--- config.mk ---
export PLATFORM = sky130hd
export DESIGN_NAME = implication_monitor
export DESIGN_NICKNAME = d
export VERILOG_FILES = /design/src/rtl/implication_monitor.sv
export SDC_FILE = /design/constraint.sdc
export NUM_CORES = 1
export LEC_CHECK = 0
export CAP_MARGIN = 15
export CELL_PAD_IN_SITES_DETAIL_PLACEMENT = 0
export CELL_PAD_IN_SITES_GLOBAL_PLACEMENT = 2
export CORE_MARGIN = 2
export CORE_UTILIZATION = 25
export CTS_CLUSTER_DIAMETER = 30
export DETAILED_ROUTE_END_ITERATION = 8
export PLACE_DENSITY_LB_ADDON = 0.15
export SETUP_SLACK_MARGIN = 0.4
export SYNTH_ARGS = -nofsm -noshare
export SYNTH_HDL_FRONTEND = slang
export SYNTH_SLANG_ARGS = --single-unit
export TNS_END_PERCENT = 100
--- constraint.sdc ---
create_clock -name clk -period 3.05 [get_ports clk]
set_clock_uncertainty 0.2 [all_clocks]
set_input_delay 0.305 -clock clk [delete_from_list [all_inputs] [get_ports clk]]
set_output_delay 0.305 -clock clk [all_outputs]
set_load 0.05 [all_outputs]
--- src/rtl/implication_monitor.sv ---
`default_nettype none
// ============================================================================
// Module   : implication_monitor
// Purpose  : Run-time checker for "ante at edge N implies cons at edge
//            N+DELAY". Reports each pass/fail as a one-cycle pulse. Keeps
//            saturating tallies and a sticky error flag. Captures the cycle
//            index of the first failure.
// Revision : 1.0 - initial release
// ============================================================================
module implication_monitor #(
  parameter int DELAY = 1,
  parameter int CNT_W = 16
) (
  input  logic             clk,
  input  logic             rst_n,
  input  logic             en_i,
  input  logic             clr_i,
  input  logic             ante_i,
  input  logic             cons_i,
  output logic             pass_pulse_o,
  output logic             fail_pulse_o,
  output logic             fail_sticky_o,
  output logic             pending_o,
  output logic [CNT_W-1:0] pass_cnt_o,
  output logic [CNT_W-1:0] fail_cnt_o,
  output logic [CNT_W-1:0] cycle_cnt_o,
  output logic [CNT_W-1:0] first_fail_cycle_o
);

  localparam logic [CNT_W-1:0] c_cnt_max = '1;
  localparam logic [CNT_W-1:0] c_cnt_one = {{(CNT_W-1){1'b0}}, 1'b1};

  // Obligation shift register: bit k set means an antecedent was seen k+1
  // enabled edges ago. The MSB is the obligation due at this edge.
  logic [DELAY-1:0] ob_q, ob_d;
  logic [DELAY-1:0] w_ob_shift;
  logic             pass_q, pass_d;
  logic             fail_q, fail_d;
  logic             sticky_q, sticky_d;
  logic [CNT_W-1:0] pass_cnt_q, pass_cnt_d;
  logic [CNT_W-1:0] fail_cnt_q, fail_cnt_d;
  logic [CNT_W-1:0] cycle_cnt_q, cycle_cnt_d;
  logic [CNT_W-1:0] ffc_q, ffc_d;
  logic             w_due;

  // Counters stop at all-ones so a long run never wraps back to small values.
  function automatic logic [CNT_W-1:0] sat_inc(input logic [CNT_W-1:0] v);
    sat_inc = (v == c_cnt_max) ? v : v + c_cnt_one;
  endfunction

  // Next obligation vector: shift in the current antecedent.
  if (DELAY == 1) begin : g_ob_single
    assign w_ob_shift = ante_i;
  end else begin : g_ob_chain
    assign w_ob_shift = {ob_q[DELAY-2:0], ante_i};
  end

  assign w_due = ob_q[DELAY-1];

  // Next-state logic: clr dominates, then enable gates all tracking/checking.
  always_comb begin
    ob_d        = ob_q;
    pass_d      = 1'b0;
    fail_d      = 1'b0;
    sticky_d    = sticky_q;
    pass_cnt_d  = pass_cnt_q;
    fail_cnt_d  = fail_cnt_q;
    cycle_cnt_d = cycle_cnt_q;
    ffc_d       = ffc_q;
    if (clr_i) begin
      ob_d        = '0;
      sticky_d    = 1'b0;
      pass_cnt_d  = '0;
      fail_cnt_d  = '0;
      cycle_cnt_d = '0;
      ffc_d       = '0;
    end else if (en_i) begin
      ob_d        = w_ob_shift;
      cycle_cnt_d = sat_inc(cycle_cnt_q);
      if (w_due) begin
        if (cons_i) begin
          pass_d     = 1'b1;
          pass_cnt_d = sat_inc(pass_cnt_q);
        end else begin
          fail_d     = 1'b1;
          fail_cnt_d = sat_inc(fail_cnt_q);
          sticky_d   = 1'b1;
          // Only the first failure is captured, using the pre-increment index.
          if (!sticky_q) begin
            ffc_d = cycle_cnt_q;
          end
        end
      end
    end else begin
      // Disabling abandons outstanding obligations without judging them.
      ob_d = '0;
    end
  end

  // State registers; reset drops everything including pending obligations.
  always_ff @(posedge clk or negedge rst_n) begin
    if (!rst_n) begin
      ob_q        <= '0;
      pass_q      <= 1'b0;
      fail_q      <= 1'b0;
      sticky_q    <= 1'b0;
      pass_cnt_q  <= '0;
      fail_cnt_q  <= '0;
      cycle_cnt_q <= '0;
      ffc_q       <= '0;
    end else begin
      ob_q        <= ob_d;
      pass_q      <= pass_d;
      fail_q      <= fail_d;
      sticky_q    <= sticky_d;
      pass_cnt_q  <= pass_cnt_d;
      fail_cnt_q  <= fail_cnt_d;
      cycle_cnt_q <= cycle_cnt_d;
      ffc_q       <= ffc_d;
    end
  end

  assign pass_pulse_o       = pass_q;
  assign fail_pulse_o       = fail_q;
  assign fail_sticky_o      = sticky_q;
  assign pending_o          = |ob_q;
  assign pass_cnt_o         = pass_cnt_q;
  assign fail_cnt_o         = fail_cnt_q;
  assign cycle_cnt_o        = cycle_cnt_q;
  assign first_fail_cycle_o = ffc_q;

endmodule
`default_nettype wire
# ---- Yosys cells after proc, flatten, opt, wreduce, memory -nomap -nowiden
# Index checks and enable logic that the tools add are counted.
dict set report totals {
  ff_bits 68
  input_bits 6
}
dict set report op_classes {
  add_sub_neg 3
  n_eq_ne 8
  muxes 32
  n_reduce_logical 8
}
# cell count
set op_table {}
lappend op_table {{2-to-1 mux 16 bit} 18}
lappend op_table {{adder 16 x 1 -> 16 bit, second input constant} 3}
lappend op_table {{== test 16 bit, second input constant} 3}
lappend op_table {{2-to-1 mux 1 bit} 14}
lappend op_table {{AND reduction 4 bit} 3}
lappend op_table {{inequality test 2 bit, second input constant} 5}
lappend op_table {{nonzero test 2 bit} 3}
lappend op_table {{AND reduction 3 bit} 1}
lappend op_table {{AND reduction 2 bit} 1}

# ---- Logic depth before layout (Yosys ltp)
# Gate-level depths: netlist of the first run.
dict set report logic_depth {
  depth_word 6
  depth_mapped 7
  mapped_depth_nobuf 6
}

# ---- Worst setup path before layout of the first run
# OpenSTA, ideal clock, no wires.
dict set report synth_timing {
  path_type {reg-to-reg}
  startpoint {register pass_cnt_q[0] (netlist: pass_cnt_o[0])}
  endpoint {register pass_cnt_q[1] (netlist: pass_cnt_o[1])}
  setup_ns 0.132
  arrival_time_ns 1.908
  required_ns 2.718
  path_slack_ns 0.810
  stages_incl_launch_ff 7
  period_less_slack_ns 2.240
  path_cell_list {dfrtp_1 -> ha_1 -> nand2_1 -> nor4b_4 -> a21o_1 -> mux2i_1 -> nor2_1}
}
dict set report synth_between {
  elab_chain_len 6
  elab_cells_between_ends 9
}
# item line_no
set synth_rtl {}
lappend synth_rtl {{start, declared} 40} ;# logic [CNT_W-1:0] pass_cnt_q, pass_cnt_d;
lappend synth_rtl {{start signal, assigned} 116} ;# pass_cnt_q <= pass_cnt_d;
lappend synth_rtl {{adder 16 x 1 -> 16 bit} 48} ;# sat_inc = (v == c_cnt_max) ? v : v + c_cnt_one;
lappend synth_rtl {{2-to-1 mux 16 bit} 48}
lappend synth_rtl {{2-to-1 mux 16 bit} 81} ;# if (cons_i) begin
lappend synth_rtl {{2-to-1 mux 16 bit} 80} ;# if (w_due) begin
lappend synth_rtl {{2-to-1 mux 16 bit} 77} ;# end else if (en_i) begin
lappend synth_rtl {{2-to-1 mux 16 bit} 70} ;# if (clr_i) begin
# Several ways; a longest one is shown, not always the timed one. The select of a mux whose other input is x is not followed.
# A chain may end at the register's enable or synchronous reset.

# ---- Worst setup path after layout of the first run
dict set report layout_timing {
  startpoint {input port en_i}
  endpoint {register fail_cnt_q[11] (netlist: fail_cnt_o[11])}
}
dict set report layout_between {
  elab_chain_len 2
}
# item line_no
set layout_rtl {}
lappend layout_rtl {{start, declared} 16} ;# input logic en_i,
lappend layout_rtl {{nonzero test 2 bit (no source line)} --}
lappend layout_rtl {{AND reduction 4 bit (no source line)} --}
lappend layout_rtl {{end signal, assigned} 117} ;# fail_cnt_q <= fail_cnt_d;
lappend layout_rtl {{end, declared} 41} ;# logic [CNT_W-1:0] fail_cnt_q, fail_cnt_d;
# No other way between the ends.

==> results of run 1 <==
-- per-stage QoR --
step | cell area [um^2] | cells | worst slack (ns)
2_1_floorplan | 3290 | 322 | 0.810
3_3_place_gp | 4200 | 557 | 0.437
3_5_place_dp | 4200 | 557 | 0.392
4_1_cts | 4490 | 574 | 0.736
5_1_grt | 4490 | 574 | 0.543
6_report | 4490 | 574 | 0.744
-- synthesized netlist by cell type (2+ instances only) --
master     count
a211oi_1       3
a21oi_1       31
a22o_1        10
a31oi_1        3
and2_1         3
and3_1         4
and4_1         6
and4b_1        2
buf_1          4
buf_6          2
clkbuf_1       6
dfrtp_1       68
ha_1           3
inv_1          8
mux2i_1        2
nand2_1       27
nand2b_1       3
nand3_1       12
nand4_1       14
nand4_2        2
nor2_1        34
nor3_1        11
nor4_4         2
o2111ai_1      2
o21ai_0        5
o31ai_1        2
or2_2          2
xnor2_1       16
xor2_1        20
-- cells by family after synthesis --
kind of cell,after synthesis,share of synthesized area [%]
and+or+nand+nor,131,22.6
buffers and inverters,23,3.27
xor gates and xnor gates,36,9.57
DFF,68,51.7
muxes,2,0.608
AOI/OAI and AO/OA,59,11.1
adders and majority gates,3,1.14
-- worst max path at each step --
stage                          end           from  slack, ns
floorplan            pass_cnt_o[1]  pass_cnt_o[0]       0.81
global placement    pass_cnt_o[13]           en_i       0.44
detailed placement  fail_cnt_o[11]           en_i       0.39
CTS                 fail_cnt_o[11]           en_i       0.74
global route        fail_cnt_o[15]           en_i       0.54
finish              fail_cnt_o[11]           en_i       0.74
-- sequential cells by signal, summed over array words and instances (netlist names) --
name,flops
cycle_cnt_o,16
fail_cnt_o,16
first_fail_cycle_o,16
pass_cnt_o,16
fail_pulse_o,1
fail_sticky_o,1
pass_pulse_o,1
pending_o,1
-- area by class of cell --
class                           instances  area (um^2)
Sequential cell                        68         1700
Clock inverter                          7         50.0
Multi-Input combinational cell        231         1490
Tap cell                              172          215
Timing Repair Buffer                   79          781
Fill cell                            1365         8230
Clock buffer                            9          225
Inverter                                8         30.0
-- layer usage --
metal	GRT usage, %	wire length (um)
met5	0	0
met4	4.46	110
met3	3.19	318
met2	21.3	4190
met1	17.5	4230
-- tightest hold or removal path, delay by kind of cell, from the launching register on --
family           cells  cell delay [ns]
flip-flops           1             0.34
AO/OA/AOI/OAI        1             0.06
AND/OR/NAND/NOR      1             0.05
-- power by group through the flow --
stage | clock, mW | combinational, mW | sequential [mW]
after floorplan | 0 | 0.0285 | 0.944
after global placement | 0 | 0.0928 | 0.930
after detailed placement | 0 | 0.0931 | 0.930
after CTS | 1.01 | 0.0942 | 0.913
after global routing | 1.04 | 0.100 | 0.914
final | 0.968 | 0.0901 | 0.913
-- what timing repair did --
item | 4_1_cts | 5_1_grt
setup endpoints to repair | 0 | 0
hold endpoints to repair | 29 | 0
hold buffers | 1 | 0
==> flow_summary.toml, run 1 <==
[sta]
rsz0062_at_grt = "false"
holdWs_ns = 0.291
setup_viol = 0
tns_ns = 0
maxSlewViolCount = 0
tightest_slew_ns = 0.746
period_needed_ns = 2.31
max_freq_ghz = 0.434
hold_violations = 0
finalCritPeriodShare_pct = 75.6
relSlewSlack_pct = 50.3

[floorplan]
rows = 41
core_region_area_um2 = 12700
die_area_um2 = 14100
dieHeight_um = 119
ios = 74
initial_utilization_pct = 25.9
die_w_um = 119

[critical_path]
crit_path_top_delay_cell = "clkdlybuf4s50_1"
cp_num_buf_inv = 1
critPathLaunchType = "input port"
critPathKind = "input port to flip-flop"
cp_cell_sequence = "clkdlybuf4s50_1 -> nand3b_2 -> nor4_4 -> nand4_1 -> xor2_1 -> a21oi_1"
slowest_delay_ns = 0.73
r2r_cells = 5
cp.depth = 6
crit_family = "simple AND/OR/NAND/NOR gates"
crit_fanout = 10
crit_required_ns = 3.11
rrSetupSlack_ns = 0.75
end_kind = "flip-flop"
r2r-end = "cycle_cnt_o[0]"
cp.arrival_ns = 2.36
r2r-start = "cycle_cnt_o[8]"

[min_path]
whs_endpoint = "first_fail_cycle_o[9]"
min_from = "first_fail_cycle_o[9]"
hold_class = "flip-flop to flip-flop"
holdPathStages = 2

[finish]
layout-drive-gt1-share_pct = 8.71
final_common_cell = "clkdlybuf4s50_1"
layout_common_cells = "clkdlybuf4s50_1, dfrtp_1, nor2_1"
area_growth_pct = 36.2
postLayoutCoreUtil_pct = 35.3
layout.nets = 406
antenna_cells = 0

[synth]
synthesis.area_um2 = 3290
ys_warn_count = 0
synth_cells = 322
synth-edff-count = 0
ys.flop_type = "dfrtp_1"
yosys-top-cells-area = "dfrtp_1, xor2_1, a21oi_1, xnor2_1, nor2_1"
synth_top_area_share_pct = 51.7
syn-num-nets = 331
synth.avg_cell_area_um2 = 10.2
ys_async_sr_fraction_pct = 100
synth_cell_type_count = 44
ys_ff_latch = 68
yosys.area.top_type = "dfrtp_1"
seq_area_frac_synth_pct = 51.7

[routing]
final_antenna_net_count = 0
post-route-drc-count = 0
drt-pass1-iter-count = 4
wirelength_um = 8850
first_iter_violations = 100
via_count = 2634
via_per_inst = 4.59
routedWlPerCell_um = 15.4

[power_and_ir_drop]
sw_frac_of_total_pct = 24.7
p_total_mw = 1.97
p_per_area_nw_per_um2 = 439
internal-power_mw = 1.48
ir_worst_vdd_mv = 0.265
clkPwrFrac_pct = 49.1
seqPwrFrac_pct = 46.3
p_switching_mw = 0.487
power.leakage_nw = 1.84
combPwrFrac_pct = 4.6

[clock_network]
post-cts-setup-buffers = 0
clkSinkCount = 68
cts-htree-levels = 3
cts_root_buf = "clkbuf_16"
ctsResizeCount = 0
cts_buffers = 9
cts_tree = "done"
cts_buffer_depth = 2
clk_pin_slew_ns = 0.06
clkLatencyLatePin_ns = 0.33

[global_routing]
grt_pass1_wl_um = 14900
antenna_found_initial = 0
grt_usage_pct = 13.3
grt_max_degree = 40
grt_pass1_vias = 2763
grt.overflow.total = 0

[place]
numPortBuffers = 73
dp_hpwl_um = 6010
place.gp.congestion = 0.754

[flow_run]
max_cap_violations = 0

[run_status]
status = "finished, final reports clean"
(Power assumes the default switching activity.)
==> run 2: changes to the inputs <==
==> constraint.sdc (replaced) <==
create_clock -name clk -period 2.06 [get_ports clk]
set_clock_uncertainty 0.2 [all_clocks]
set_input_delay 0.206 -clock clk [delete_from_list [all_inputs] [get_ports clk]]
set_output_delay 0.206 -clock clk [all_outputs]
set_load 0.05 [all_outputs]
==> run 2 against run 1 <==
- sequential power is 48% higher
- worst hold slack worse by 0.21 ns
- clock power is 71% higher
==> flow_summary.toml, run 2 (synthesized netlist as in run 1, its figures left out) <==
[min_path]
whs_endpoint = "cycle_cnt_o[13]"
holdPathStages = 2
hold_class = "input port to flip-flop"
min_from = "clr_i"

[critical_path]
end_kind = "flip-flop"
cp.depth = 5
critPathKind = "flip-flop to flip-flop"
rrSetupSlack_ns = 0.28
r2r_cells = 5
r2r-end = "cycle_cnt_o[0]"
cp_num_buf_inv = 0
r2r-start = "cycle_cnt_o[10]"
crit_path_top_delay_cell = "or4_4"
crit_required_ns = 2.08
critPathLaunchType = "flip-flop"
crit_fanout = 5
crit_family = "simple AND/OR/NAND/NOR gates"
slowest_delay_ns = 0.64
cp_cell_sequence = "nand4_4 -> or4_4 -> nand2_4 -> xor2_2 -> nor2_1"
cp.arrival_ns = 1.80

[finish]
layout.nets = 479
layout_common_cells = "buf_4, dfrtp_2, nor2_1"
stdcell_area_um2 = 5490
fillers = 1310
final_cell_count_no_fill = 648
layout-drive-gt1-share_pct = 53.7
seqCellArea_um2 = 1760
multi_input_area_um2 = 1850
area_growth_pct = 66.7
final_common_cell = "buf_4"

[global_routing]
grt.overflow.total = 0
antenna_found_initial = 1
grt_pass1_wl_um = 16600
grt_max_degree = 26
grt_pass1_vias = 3117
grt_usage_pct = 15.0

[floorplan]
rows = 41
core_region_area_um2 = 12700
die_area_um2 = 14100
ios = 74
initial_utilization_pct = 25.9
die_w_um = 119
dieHeight_um = 119

[routing]
final_antenna_net_count = 0
drt-pass1-iter-count = 4
via_count = 2991
wirelength_um = 9810
via_per_inst = 4.62
first_iter_violations = 138
post-route-drc-count = 0
routedWlPerCell_um = 15.1

[power_and_ir_drop]
internal-power_mw = 2.48
combPwrFrac_pct = 5.7
p_per_area_nw_per_um2 = 581
sw_frac_of_total_pct = 22.3
p_switching_mw = 0.711
ir_worst_vdd_mv = 0.294
clkPwrFrac_pct = 51.9
seqPwrFrac_pct = 42.4
power.leakage_nw = 2.42

[sta]
holdWs_ns = 0.0799
maxSlewViolCount = 0
setup_viol = 0
rsz0062_at_grt = "true"
max_freq_ghz = 0.563
relSlewSlack_pct = 61.4
tns_ns = 0
tightest_slew_ns = 0.580
period_needed_ns = 1.78
hold_violations = 0
finalCritPeriodShare_pct = 86.2

[place]
numPortBuffers = 73
place.gp.congestion = 0.771
dp.cells = 586
place_area_um2 = 4720
dp_hpwl_um = 6660

[clock_network]
clkLatencyLatePin_ns = 0.34
cts_buffers = 9
clk_pin_slew_ns = 0.06
cts_tree = "done"
cts_buffer_depth = 2
cts_root_buf = "clkbuf_16"
clkSinkCount = 68
cts-htree-levels = 3

[flow_run]
max_cap_violations = 0

[run_status]
status = "finished, final reports clean"
-- run 2: cell type report --
| class | count | share of cell area, % |
|---|---|---|
| Multi-Input combinational cell | 231 | 33.6 |
| Sequential cell | 68 | 32.0 |
| Timing Repair Buffer | 152 | 24.1 |
| Clock buffer | 15 | 5.24 |
| Tap cell | 172 | 3.92 |
| Clock inverter | 1 | 0.547 |
| Inverter | 8 | 0.547 |
| Antenna cell | 1 | 0.0456 |
-- run 2: through the flow --
stage                     total power [mW]  worst slack [ns]  util, %
after floorplan                       1.45            0.0642        -
after global placement                1.55           -0.0147     37.1
after detailed placement              1.55           -0.0194     37.1
after CTS                             3.23             0.220     42.6
after global routing                  3.31             0.199     43.2
final                                 3.19             0.285     43.2
-- run 2: what timing repair did --
item	CTS	global route
setup endpoints to repair	115	87
buffers inserted	34	9
hold endpoints to repair	20	0
hold buffers	1	0
pin swaps	26	29
cloned	1	0
gates resized for setup	165	70
-- run 2: power groups by stage --
| stage | clock network [mW] | logic (mW) | registers [mW] |
|---|---|---|---|
| CTS | 1.70 | 0.182 | 1.35 |
| finish | 1.66 | 0.182 | 1.35 |
| global route | 1.76 | 0.200 | 1.35 |
| detailed placement | 0 | 0.165 | 1.38 |
| global placement | 0 | 0.165 | 1.38 |
| floorplan | 0 | 0.0497 | 1.40 |
-- run 2: worst register-to-register path, stage by stage, from the launching register on --
cell	delay, ns
dfrtp_2	0.39
nand4_4	0.13
or4_4	0.64
nand2_4	0.11
xor2_2	0.12
nor2_1	0.05
-- run 2: how the worst max path moves through the flow --
stage	start	endpoint	slack, ns
5_1_grt	cycle_cnt_o[10]	cycle_cnt_o[0]	0.20
2_1_floorplan	pass_cnt_o[0]	pass_cnt_o[1]	0.06
3_5_place_dp	en_i	fail_cnt_o[15]	-0.02
6_report	cycle_cnt_o[10]	cycle_cnt_o[0]	0.28
4_1_cts	cycle_cnt_o[1]	cycle_cnt_o[0]	0.22
3_3_place_gp	en_i	cycle_cnt_o[14]	-0.01
-- run 2: layer usage --
metal	vias to the layer above	GRT usage (%)	wire, um
met3	12	2.99	345
met1	1484	20.6	4830
met4	0	6.92	211
met5	-	0	0
met2	51	22.6	4420
li1	1444	-	-
==> run 3: changes to the inputs <==
--- a/config.mk
+++ b/config.mk
@@ -9,7 +9,7 @@
 export CELL_PAD_IN_SITES_DETAIL_PLACEMENT = 0
 export CELL_PAD_IN_SITES_GLOBAL_PLACEMENT = 2
 export CORE_MARGIN = 2
-export CORE_UTILIZATION = 25
+export CORE_UTILIZATION = 28
 export CTS_CLUSTER_DIAMETER = 30
 export DETAILED_ROUTE_END_ITERATION = 8
 export PLACE_DENSITY_LB_ADDON = 0.15
@@ -17,4 +17,4 @@
 export SYNTH_ARGS = -nofsm -noshare
 export SYNTH_HDL_FRONTEND = slang
 export SYNTH_SLANG_ARGS = --single-unit
-export TNS_END_PERCENT = 100
+export TNS_END_PERCENT = 30
==> run 3 against run 2 <==
- first-iteration DRC count fell by 7.2%
- sequential share of layout area rose by 0.76 points
- worst hold slack got worse by 0.041 ns
- final cell count fell by 5.2%
- largest power group unchanged
- non-clock buffer count fell by 4
- sequential power barely moved
- core utilization rose by 3.4 points
- global-route usage fell by 0.31 points
- worst setup slack got worse by 0.12 ns
- total power fell by 5.3%
- via count fell by 1.2%
- die area fell by 10%
- critical path type is now flip-flop to output port
==> flow_summary.toml, run 3 (synthesized netlist as in run 1, its figures left out) <==
[power_and_ir_drop]
power.leakage_nw = 2.43
ir_worst_vdd_mv = 0.262
p_per_area_nw_per_um2 = 566

[floorplan]
die_w_um = 112
ios = 74
rows = 39
dieHeight_um = 112
initial_utilization_pct = 28.7
die_area_um2 = 12600
core_region_area_um2 = 11500

[routing]
routed-wl-met3_um = 293
routedWlPerCell_um = 14.8
dr.max_layer_used = "met4"
met1_length_um = 4330
post-route-drc-count = 0
via_count = 2956
via_per_inst = 4.81
wirelength_um = 9070
drt-pass1-iter-count = 4
first_iter_violations = 128
final_antenna_net_count = 0
met2_length_um = 4320

[critical_path]
r2r-start = "pass_cnt_o[15]"
crit_required_ns = 1.65
crit_family = "buffers and inverters"
cp-endpoint = "first_fail_cycle_o[7]"
crit_fanout = 2
cp_cell_sequence = "clkdlybuf4s50_1"
worstSetupStartpoint = "first_fail_cycle_o[7]"
rrSetupSlack_ns = 0.24
critPathKind = "flip-flop to output port"
end_kind = "output port"
cp.depth = 1
r2r_cells = 5
crit_path_top_delay_cell = "clkdlybuf4s50_1"
critPathLaunchType = "flip-flop"
r2r-end = "pass_cnt_o[6]"
slowest_delay_ns = 0.80
cp_num_buf_inv = 1
cp.arrival_ns = 1.49

[place]
dp_hpwl_um = 6130
numPortBuffers = 73
dp.cells = 558
place.gp.congestion = 0.741
place_area_um2 = 4590

[sta]
holdWs_ns = 0.0392
rsz0062_at_grt = "true"
finalCritPeriodShare_pct = 91.9
tns_ns = 0
tightest_slew_ns = 0.519
maxSlewViolCount = 0
relSlewSlack_pct = 65.3
max_freq_ghz = 0.528
hold_violations = 0
period_needed_ns = 1.89
setup_viol = 0

[finish]
layout_common_cells = "buf_4, dfrtp_2, nor2_1"
stdcell_area_um2 = 5340
final_cell_count_no_fill = 614
fillers = 1080
layout-drive-gt1-share_pct = 44.4
seqCellArea_um2 = 1750
final_common_cell = "buf_4"
antenna_cells = 0
postLayoutCoreUtil_pct = 46.6
multi_input_area_um2 = 1710
area_growth_pct = 62.1
layout.nets = 475

[clock_network]
cts_root_buf = "clkbuf_16"
cts_buffers = 9
cts-htree-levels = 3
clkSinkCount = 68
clk_pin_slew_ns = 0.05
cts_buffer_depth = 2
cts_tree = "done"
clkLatencyLatePin_ns = 0.33

[global_routing]
grt_usage_pct = 14.7
grt_pass1_vias = 2802
grt.overflow.total = 0
grt_pass1_wl_um = 14700
antenna_found_initial = 0
grt_max_degree = 69

[flow_run]
max_cap_violations = 0

[run_status]
status = "finished, final reports clean"

[min_path]
hold_class = "input port to flip-flop"
-- run 3: power breakdown --
part | leakage, nW | internal, mW | switching [mW]
Combinational | 1.41 | 0.0606 | 0.109
Clock | 0.139 | 0.931 | 0.567
Sequential | 0.885 | 1.34 | 0.00935
Total | 2.43 | 2.34 | 0.686
-- run 3: final cells by class --
cell class / count / share of cell area (%)
Sequential cell: 68 / 32.7
Multi-Input combinational cell: 231 / 32.0
Timing Repair Buffer: 148 / 26.0
Clock buffer: 11 / 4.36
Tap cell: 143 / 3.35
Clock inverter: 5 / 0.984
Inverter: 8 / 0.562
-- run 3: worst min-delay path by stage --
stage           from               endpoint  slack (ns)  cells past startpoint
2_1_floorplan  rst_n         cycle_cnt_o[0]       -0.29                      0
3_3_place_gp   rst_n  first_fail_cycle_o[0]        0.06                      2
3_5_place_dp   rst_n  first_fail_cycle_o[1]        0.07                      2
4_1_cts        clr_i        cycle_cnt_o[12]        0.02                      2
5_1_grt        clr_i         cycle_cnt_o[9]        0.05                      2
6_report       clr_i        cycle_cnt_o[11]        0.04                      2
-- run 3: what timing repair did --
item	4_1_cts	5_1_grt
endpoints found under the setup margin	121	93
hold endpoints to repair	68	0
hold buffers	1	0
cloned	0	1
setup buffers	0	38
pin swaps	1	16
gates resized for setup	108	34
-- run 3: per-stage QoR --
stage,power (mW),setup WS (ns)
final,3.02,0.167
after global routing,3.16,0.104
after floorplan,1.45,0.0530
after global placement,1.54,-0.0803
after detailed placement,1.54,-0.100
after CTS,3.08,0.132
-- run 3: routing by layer --
layer	GRT usage [%]	vias to the layer above
met4	5.85	0
met3	3.19	10
met2	22.4	48
li1	-	1432
met1	20.3	1466
met5	0	-
